===== src/rtl/uart_tx_scheduler.sv =====
// uart_tx_scheduler: shares one UART transmit line between two byte sources.
// Round-robin arbitration in IDLE, then an 11-bit frame (start, 8 data bits
// LSB-first, even parity, stop) paced by the 16x oversampling tick.
module uart_tx_scheduler #(
    parameter int unsigned TICKS_PER_BIT = 16
) (
    input  logic       clock,
    input  logic       reset,
    input  logic       sample_ENABLE,
    input  logic [1:0] req,
    input  logic [7:0] data_0,
    input  logic [7:0] data_1,
    output logic [1:0] ack,
    output logic       tx_busy,
    output logic       tx_done,
    output logic       TxD
);

    // Tick counter wide enough for 0..TICKS_PER_BIT-1; a power of two wraps naturally.
    localparam int unsigned CNT_W = (TICKS_PER_BIT > 2) ? $clog2(TICKS_PER_BIT) : 1;
    localparam logic [CNT_W-1:0] LAST_TICK = CNT_W'(TICKS_PER_BIT - 1);
    localparam int unsigned DATA_W = 8;
    localparam int unsigned IDX_W  = 3;
    localparam logic [IDX_W-1:0] LAST_DATA_BIT = IDX_W'(DATA_W - 1);

    typedef enum logic [2:0] {
        IDLE   = 3'd0,
        START  = 3'd1,
        DATA   = 3'd2,
        PARITY = 3'd3,
        STOP   = 3'd4
    } state_t;

    state_t             state;
    logic [CNT_W-1:0]   tick_cnt;
    logic [IDX_W-1:0]   bit_idx;
    logic [DATA_W-1:0]  shreg;
    logic               parity;
    logic               last_grant;

    logic               grant_sel;
    logic [DATA_W-1:0]  grant_data;
    logic               bit_end;

    // Arbitration: a lone request wins; on a tie the requester not served last wins.
    always_comb begin
        grant_sel = 1'b0;
        case (req)
            2'b10:   grant_sel = 1'b1;
            2'b11:   grant_sel = ~last_grant;
            default: grant_sel = 1'b0;
        endcase
    end

    assign grant_data = grant_sel ? data_1 : data_0;

    // A serial bit ends on the tick that wraps the counter; ticks in IDLE never count.
    assign bit_end = (state != IDLE) && sample_ENABLE && (tick_cnt == LAST_TICK);

    // Oversampling tick counter, cleared while idle so every frame starts aligned to its grant.
    always_ff @(posedge clock or posedge reset) begin
        if (reset) begin
            tick_cnt <= '0;
        end else if (state == IDLE) begin
            tick_cnt <= '0;
        end else if (sample_ENABLE) begin
            tick_cnt <= bit_end ? '0 : tick_cnt + CNT_W'(1);
        end
    end

    // Frame sequencer with registered line, handshake and status outputs.
    always_ff @(posedge clock or posedge reset) begin
        if (reset) begin
            state      <= IDLE;
            bit_idx    <= '0;
            shreg      <= '0;
            parity     <= 1'b0;
            last_grant <= 1'b1;
            ack        <= 2'b00;
            tx_busy    <= 1'b0;
            tx_done    <= 1'b0;
            TxD        <= 1'b1;
        end else begin
            ack     <= 2'b00;
            tx_done <= 1'b0;
            case (state)
                IDLE: begin
                    TxD     <= 1'b1;
                    tx_busy <= 1'b0;
                    bit_idx <= '0;
                    if (req != 2'b00) begin
                        shreg      <= grant_data;
                        parity     <= ^grant_data;
                        ack        <= grant_sel ? 2'b10 : 2'b01;
                        last_grant <= grant_sel;
                        tx_busy    <= 1'b1;
                        TxD        <= 1'b0;
                        state      <= START;
                    end
                end
                START: begin
                    if (bit_end) begin
                        TxD     <= shreg[0];
                        shreg   <= shreg >> 1;
                        bit_idx <= '0;
                        state   <= DATA;
                    end
                end
                DATA: begin
                    if (bit_end) begin
                        if (bit_idx == LAST_DATA_BIT) begin
                            TxD   <= parity;
                            state <= PARITY;
                        end else begin
                            TxD     <= shreg[0];
                            shreg   <= shreg >> 1;
                            bit_idx <= bit_idx + IDX_W'(1);
                        end
                    end
                end
                PARITY: begin
                    if (bit_end) begin
                        TxD   <= 1'b1;
                        state <= STOP;
                    end
                end
                STOP: begin
                    if (bit_end) begin
                        tx_done <= 1'b1;
                        tx_busy <= 1'b0;
                        TxD     <= 1'b1;
                        state   <= IDLE;
                    end
                end
                default: begin
                    TxD     <= 1'b1;
                    tx_busy <= 1'b0;
                    state   <= IDLE;
                end
            endcase
        end
    end

endmodule


===== config.mk =====
export PLATFORM = sky130hd
export DESIGN_NAME = uart_tx_scheduler
export DESIGN_NICKNAME = d
export VERILOG_FILES = /design/src/rtl/uart_tx_scheduler.sv
export SDC_FILE = /design/constraint.sdc
export NUM_CORES = 1
export LEC_CHECK = 0
export ABC_AREA = 1
export ABC_CLOCK_PERIOD_IN_PS = 1850
export CAP_MARGIN = 25
export CORE_ASPECT_RATIO = 0.9
export CORE_MARGIN = 2
export CORE_UTILIZATION = 40
export CTS_CLUSTER_SIZE = 8
export DETAILED_ROUTE_END_ITERATION = 6
export GPL_TIMING_DRIVEN = 0
export SYNTH_ARGS = -nofsm -noshare
export SYNTH_HDL_FRONTEND = slang
export SYNTH_SLANG_ARGS = --single-unit
export TNS_END_PERCENT = 30

===== constraint.sdc =====
create_clock -name clock -period 1.85 [get_ports clock]
set_input_delay 0.37 -clock clock [delete_from_list [all_inputs] [get_ports clock]]
set_output_delay 0.37 -clock clock [all_outputs]
set_load 0.1 [all_outputs]

# After elaboration in Yosys (flattened, before gate mapping)
# Cells that the tools add are included.
word_totals:
  register_bits: 25
  wordCells: 80
  input_bits: 21
  output_inout_bits: 5
classes:
  bitwise: 2
  addsub: 2
  reduce_logical: 16
  n_eq_ne: 16
  n_mux: 34
ops:
  columns: ["operator", "count"]
  rows:
  - ["two-way mux 8 bit", 5]
  - ["two-way mux 3 bit", 8]
  - ["case mux 8 bit (3 select lines)", 1]
  - ["case mux 3 bit (5 select lines)", 1]
  - ["two-way mux 4 bit", 3]
  - ["inequality test 2 bit (second input constant)", 6]
  - ["two-way mux 1 bit", 9]
  - ["case mux 3 bit (3 select lines)", 1]
  - ["parity 8 bit", 1]
  - ["equality test 3 x 2 -> 1 bit (second input constant)", 2]
  - ["equality test 3 bit (second input constant)", 2]
  - ["two-way mux 2 bit", 3]
  - ["AND reduction 6 bit", 1]
  - ["nonzero test 3 bit", 2]
  - ["AND reduction 5 bit", 1]
  - ["adder 4 x 1 -> 4 bit (second input constant)", 1]
  - ["equality test 2 bit (second input constant)", 2]
  - ["equality test 4 bit (second input constant)", 1]
  - ["inequality test 2 x 1 -> 1 bit (second input constant)", 2]
  - ["case mux 1 bit (4 select lines)", 1]
  - ["AND reduction 2 bit", 2]
  - ["AND reduction 4 bit", 1]
  - ["nonzero test 2 bit", 2]
  - ["adder 3 x 1 -> 3 bit (second input constant)", 1]
  - ["9 further kinds", 11]

# Logic depth before layout (Yosys ltp)
depth:
  word_depth: 6
  mapped_depth: 13
  mapped_depth_nobuf: 12

# Worst setup path before layout
# Ideal clock, no wire load.
synth_timing:
  kind: "reg-to-reg"
  startpoint: "register tick_cnt[0]"
  endpoint: "register shreg[4]"
  synth_period_minus_slack_ns: 1.463
  arrival_ns: 1.339
  setup_slack_ns: 0.387
  setup_ns: 0.123
  t_required_ns: 1.727
  stages_incl_launch_ff: 10
  path_buffers: 1
  cell_sequence: "dfrtp_1 -> ha_1 -> inv_1 -> nor3_2 -> nand3_2 -> o21ai_2 -> nand3_4 -> buf_6 -> nand2_1 -> o21ai_2"
synth_via:
  elab_chain_len: 4
  word_cells_on_any_way: 5
  classes_between: "eq/ne: 3; reduce/logical: 2"
synth_rtl:
  columns: ["item", "line_no", "rtl"]
  rows:
  - ["from (decl)", "35", "logic [CNT_W-1:0] tick_cnt;"]
  - ["from (signal assigned)", "67", "tick_cnt <= bit_end ? '0 : tick_cnt + CNT_W'(1);"]
  - ["equality test 4 bit (*)", "58", "assign bit_end = (state != IDLE) && sample_ENABLE && (tick_cnt == LAST_TICK);"]
  - ["logical AND 1 bit (*)", "58", null]
  - ["inequality test 2 bit (no source line)", null, null]
  - ["AND reduction 5 bit (no source line) (*)", null, null]
  - ["to (signal assigned)", "92", "shreg <= grant_data;"]
  - ["to (signal assigned)", "104", "shreg <= shreg >> 1;"]
  - ["to (signal assigned)", "116", "shreg <= shreg >> 1;"]
  - ["to (decl)", "37", "logic [DATA_W-1:0] shreg;"]
# Every way passes the cells marked *; elsewhere a longest branch is shown, timed or not.
# A chain may end at the register's enable or synchronous reset.

# Final worst setup path
layout_timing:
  startpoint: "register tx_done"
  endpoint: "output port tx_done"
layout_rtl:
  columns: ["item", "line_no", "rtl"]
  rows:
  - ["from (decl)", "15", "output logic tx_done,"]
  - ["from (signal assigned)", "81", "tx_done <= 1'b0;"]
  - ["from (signal assigned)", "85", "tx_done <= 1'b0;"]
  - ["from (signal assigned)", "129", "tx_done <= 1'b1;"]
# No word-level cell between the ends.

==> qor.txt <==
nets = 299
number of antenna violations at the first check in global routing = 0
CTS max path bufs = 2
Post-CTS Hold Buffers = 0
Max stage delay cell, worst path = dlygate4sd2_1
first-pass GRT wire length = 6.30 mm
CTS tree = built
core area = 0.00407 mm²
critical path, cell by cell = dlygate4sd2_1
area of the multi-input gates = 918 µm²
TritonCTS Buffers = 3
most frequent cells in the layout = 110 x nand2_1, 23 x dfrtp_1, 21 x inv_1
vias in the first global route = 1413
filler cell count in the final layout = 391
GRT Residual Overflow = 0
syn avg cell area = 6.89 µm²
max incr delay on CP = 0.85 ns
DRT Pass-1 Iters = 4
synthesized area = 0.00169 mm²
Die Ht = 65.7 µm
Global Route Usage Sum = 16.6%
Worst Path Required = 1.48 ns
final setup TNS = 0 ns
highest clock rate = 553 MHz
static leakage = 1.08 nW
Post-Route Skew = 0.00517 ns
Final Hold Viols = 0
CP max FO = 1
1st-iter DRT viols = 58
Max transition margin = 36.8%
CP Launch Type = flip-flop
status = finished, final reports clean
Initial Utilization = 41.5%
Placed Area = 0.00199 mm²
Layout Utilization = 50.7%
Slew Limit Fails = 0
Levels on crit path = 1
Syn Nets = 269
root buf cell = clkbuf_8
crit path buf inv count = 1
sequential element share of the synthesized area = 37.2%
Tmin final = 1.81 ns
Seq cells post-synth = 25
commonest non-fill, non-tap cell in the layout = nand2_1
Final period util = 97.7%
kind of critical path = reg -> out
hold crit path type = in -> async
CP top delay family = buffers and inverters
synth warn = 0
fin area = 0.00206 mm²
die area = 0.00476 mm²
wire per inst = 11.1 µm
Worst R2R Path Depth = 9
clk_lat worst skew = 0.27 ns
Reg area = 628 µm²
Slew @ Worst Pin = 0.951 ns
setup violators final = 0
Antenna Nets Post-Route = 0
Setup crit end kind = primary output
DR vias/cell = 4.76
Yosys cell types = 28
pwr/cell area = 715 mW/mm²
Max VDD drop = 0.445 mV
total routed wirelength = 3.57 mm
Residual DRC = 0
cells after synthesis = 245
Clk pin slew, worst setup/hold paths = 0.08 ns
HPWL after DPL = 2.79 mm
cell row count = 22
GP Congestion = 0.873
RSZ-0062 raised after global routing = true
pin count of the biggest net entering global routing = 26
max-cap check violation count = 0
Top Ports = 26
CTS H-tree lvls = 1
synth-to-layout area growth = 22.2%
Die Width = 72.5 µm
CP arrival = 1.44 ns
number of diodes = 0
Clock Sinks = 25
DR vias = 1534
# port buffers = 24
layout cells sized above 1 = 15.0%
[state kept, by name, summed over array words and instances, names as in the netlist]
| signal | count |
|---|---|
| TxD | 1 |
| tx_busy | 1 |
| tx_done | 1 |
| last_grant | 1 |
| state | 3 |
| parity | 1 |
| bit_idx | 3 |
| tick_cnt | 4 |
| ack | 2 |
| shreg | 8 |
[cell usage after synthesis]
master	number	share of area, %
nand3_2	2	1.2
nor2_2	2	0.74
dfrtp_1	23	34
inv_2	5	1.1
buf_4	2	0.89
o21a_1	1	0.44
nand2_2	2	0.74
a21boi_1	1	0.44
buf_2	3	0.89
dfstp_2	2	3.1
nand3_4	1	1.0
o21ai_2	9	4.7
a21oi_1	3	0.89
o21ai_0	14	4.1
nor3_2	1	0.59
ha_1	3	2.2
nor2_1	7	1.6
inv_1	21	4.7
or2_2	1	0.37
a41oi_1	1	0.52
nor3_1	4	1.2
nand3b_1	5	2.2
xor2_1	1	0.52
o21ai_1	2	0.59
buf_6	2	1.3
nand3_1	16	4.7
nand2_4	1	0.67
nand2_1	110	24
[final cells by class]
cell class,instances,area share [%]
Buffer,7,2.55
Clock buffer,4,2.18
Inverter,26,4.73
Multi-Input combinational cell,187,44.5
Sequential cell,25,30.4
Tap cell,48,2.91
Timing Repair Buffer,25,12.7
[per-layer routing]
metal	track usage, %	vias to the layer above	part of all wire, %
met2	25.7	30	43
met5	0	-	0
met3	3.37	2	4.5
met1	23.8	669	52
li1	-	833	-
met4	3.47	0	0.34
[logic make-up after synthesis]
| group | after synthesis | share of synthesized area, % |
|---|---|---|
| flops | 25 | 37.2 |
| fa+ha+maj | 3 | 2.22 |
| buf+inv | 33 | 8.89 |
| simple gates | 152 | 39.5 |
| xor+xnor | 1 | 0.519 |
| compound gates | 31 | 11.7 |
[metrics by stage]
| stage | hold slack [ns] | setup slack (ns) | power, mW | instances |
|---|---|---|---|---|
| floorplan | 0.396 | 0.387 | 1.03 | 245 |
| global placement | 0.460 | -0.154 | 1.16 | 317 |
| detailed placement | 0.463 | -0.173 | 1.16 | 317 |
| CTS | 0.483 | 0.0162 | 1.49 | 321 |
| global route | 0.314 | -0.0111 | 1.59 | 322 |
| finish | 0.320 | 0.0416 | 1.48 | 322 |
[final timing paths]
| check | from | endpoint | slack (ns) |
|---|---|---|---|
| worst max-delay path | tx_done$_DFF_PP0_ | tx_done | 0.04 |
| worst min-delay path | reset | tick_cnt[2]$_DFFE_PP0P_ | 0.32 |
| worst max register to register | tick_cnt[0]$_DFFE_PP0P_ | shreg[4]$_DFFE_PP0P_ | 0.21 |
| worst min register to register | tx_busy$_DFFE_PP0P_ | tx_busy$_DFFE_PP0P_ | 0.48 |
| max in group asynchronous | reset | last_grant$_DFFE_PP1P_ | 1.07 |
| min in group clock | tx_busy$_DFFE_PP0P_ | tx_busy$_DFFE_PP0P_ | 0.48 |
[what timing repair did]
item	4_1_cts	5_1_grt
setup buffers	0	0
setup endpoints to repair	5	4
resized for setup	8	5
[where the power goes]
group	switching [mW]	internal [mW]	leakage (nW)
Clock	0.169	0.154	0.0228
Combinational	0.295	0.188	0.733
Sequential	0.0467	0.624	0.320
Note: power is estimated with default switching activity, not from simulation.
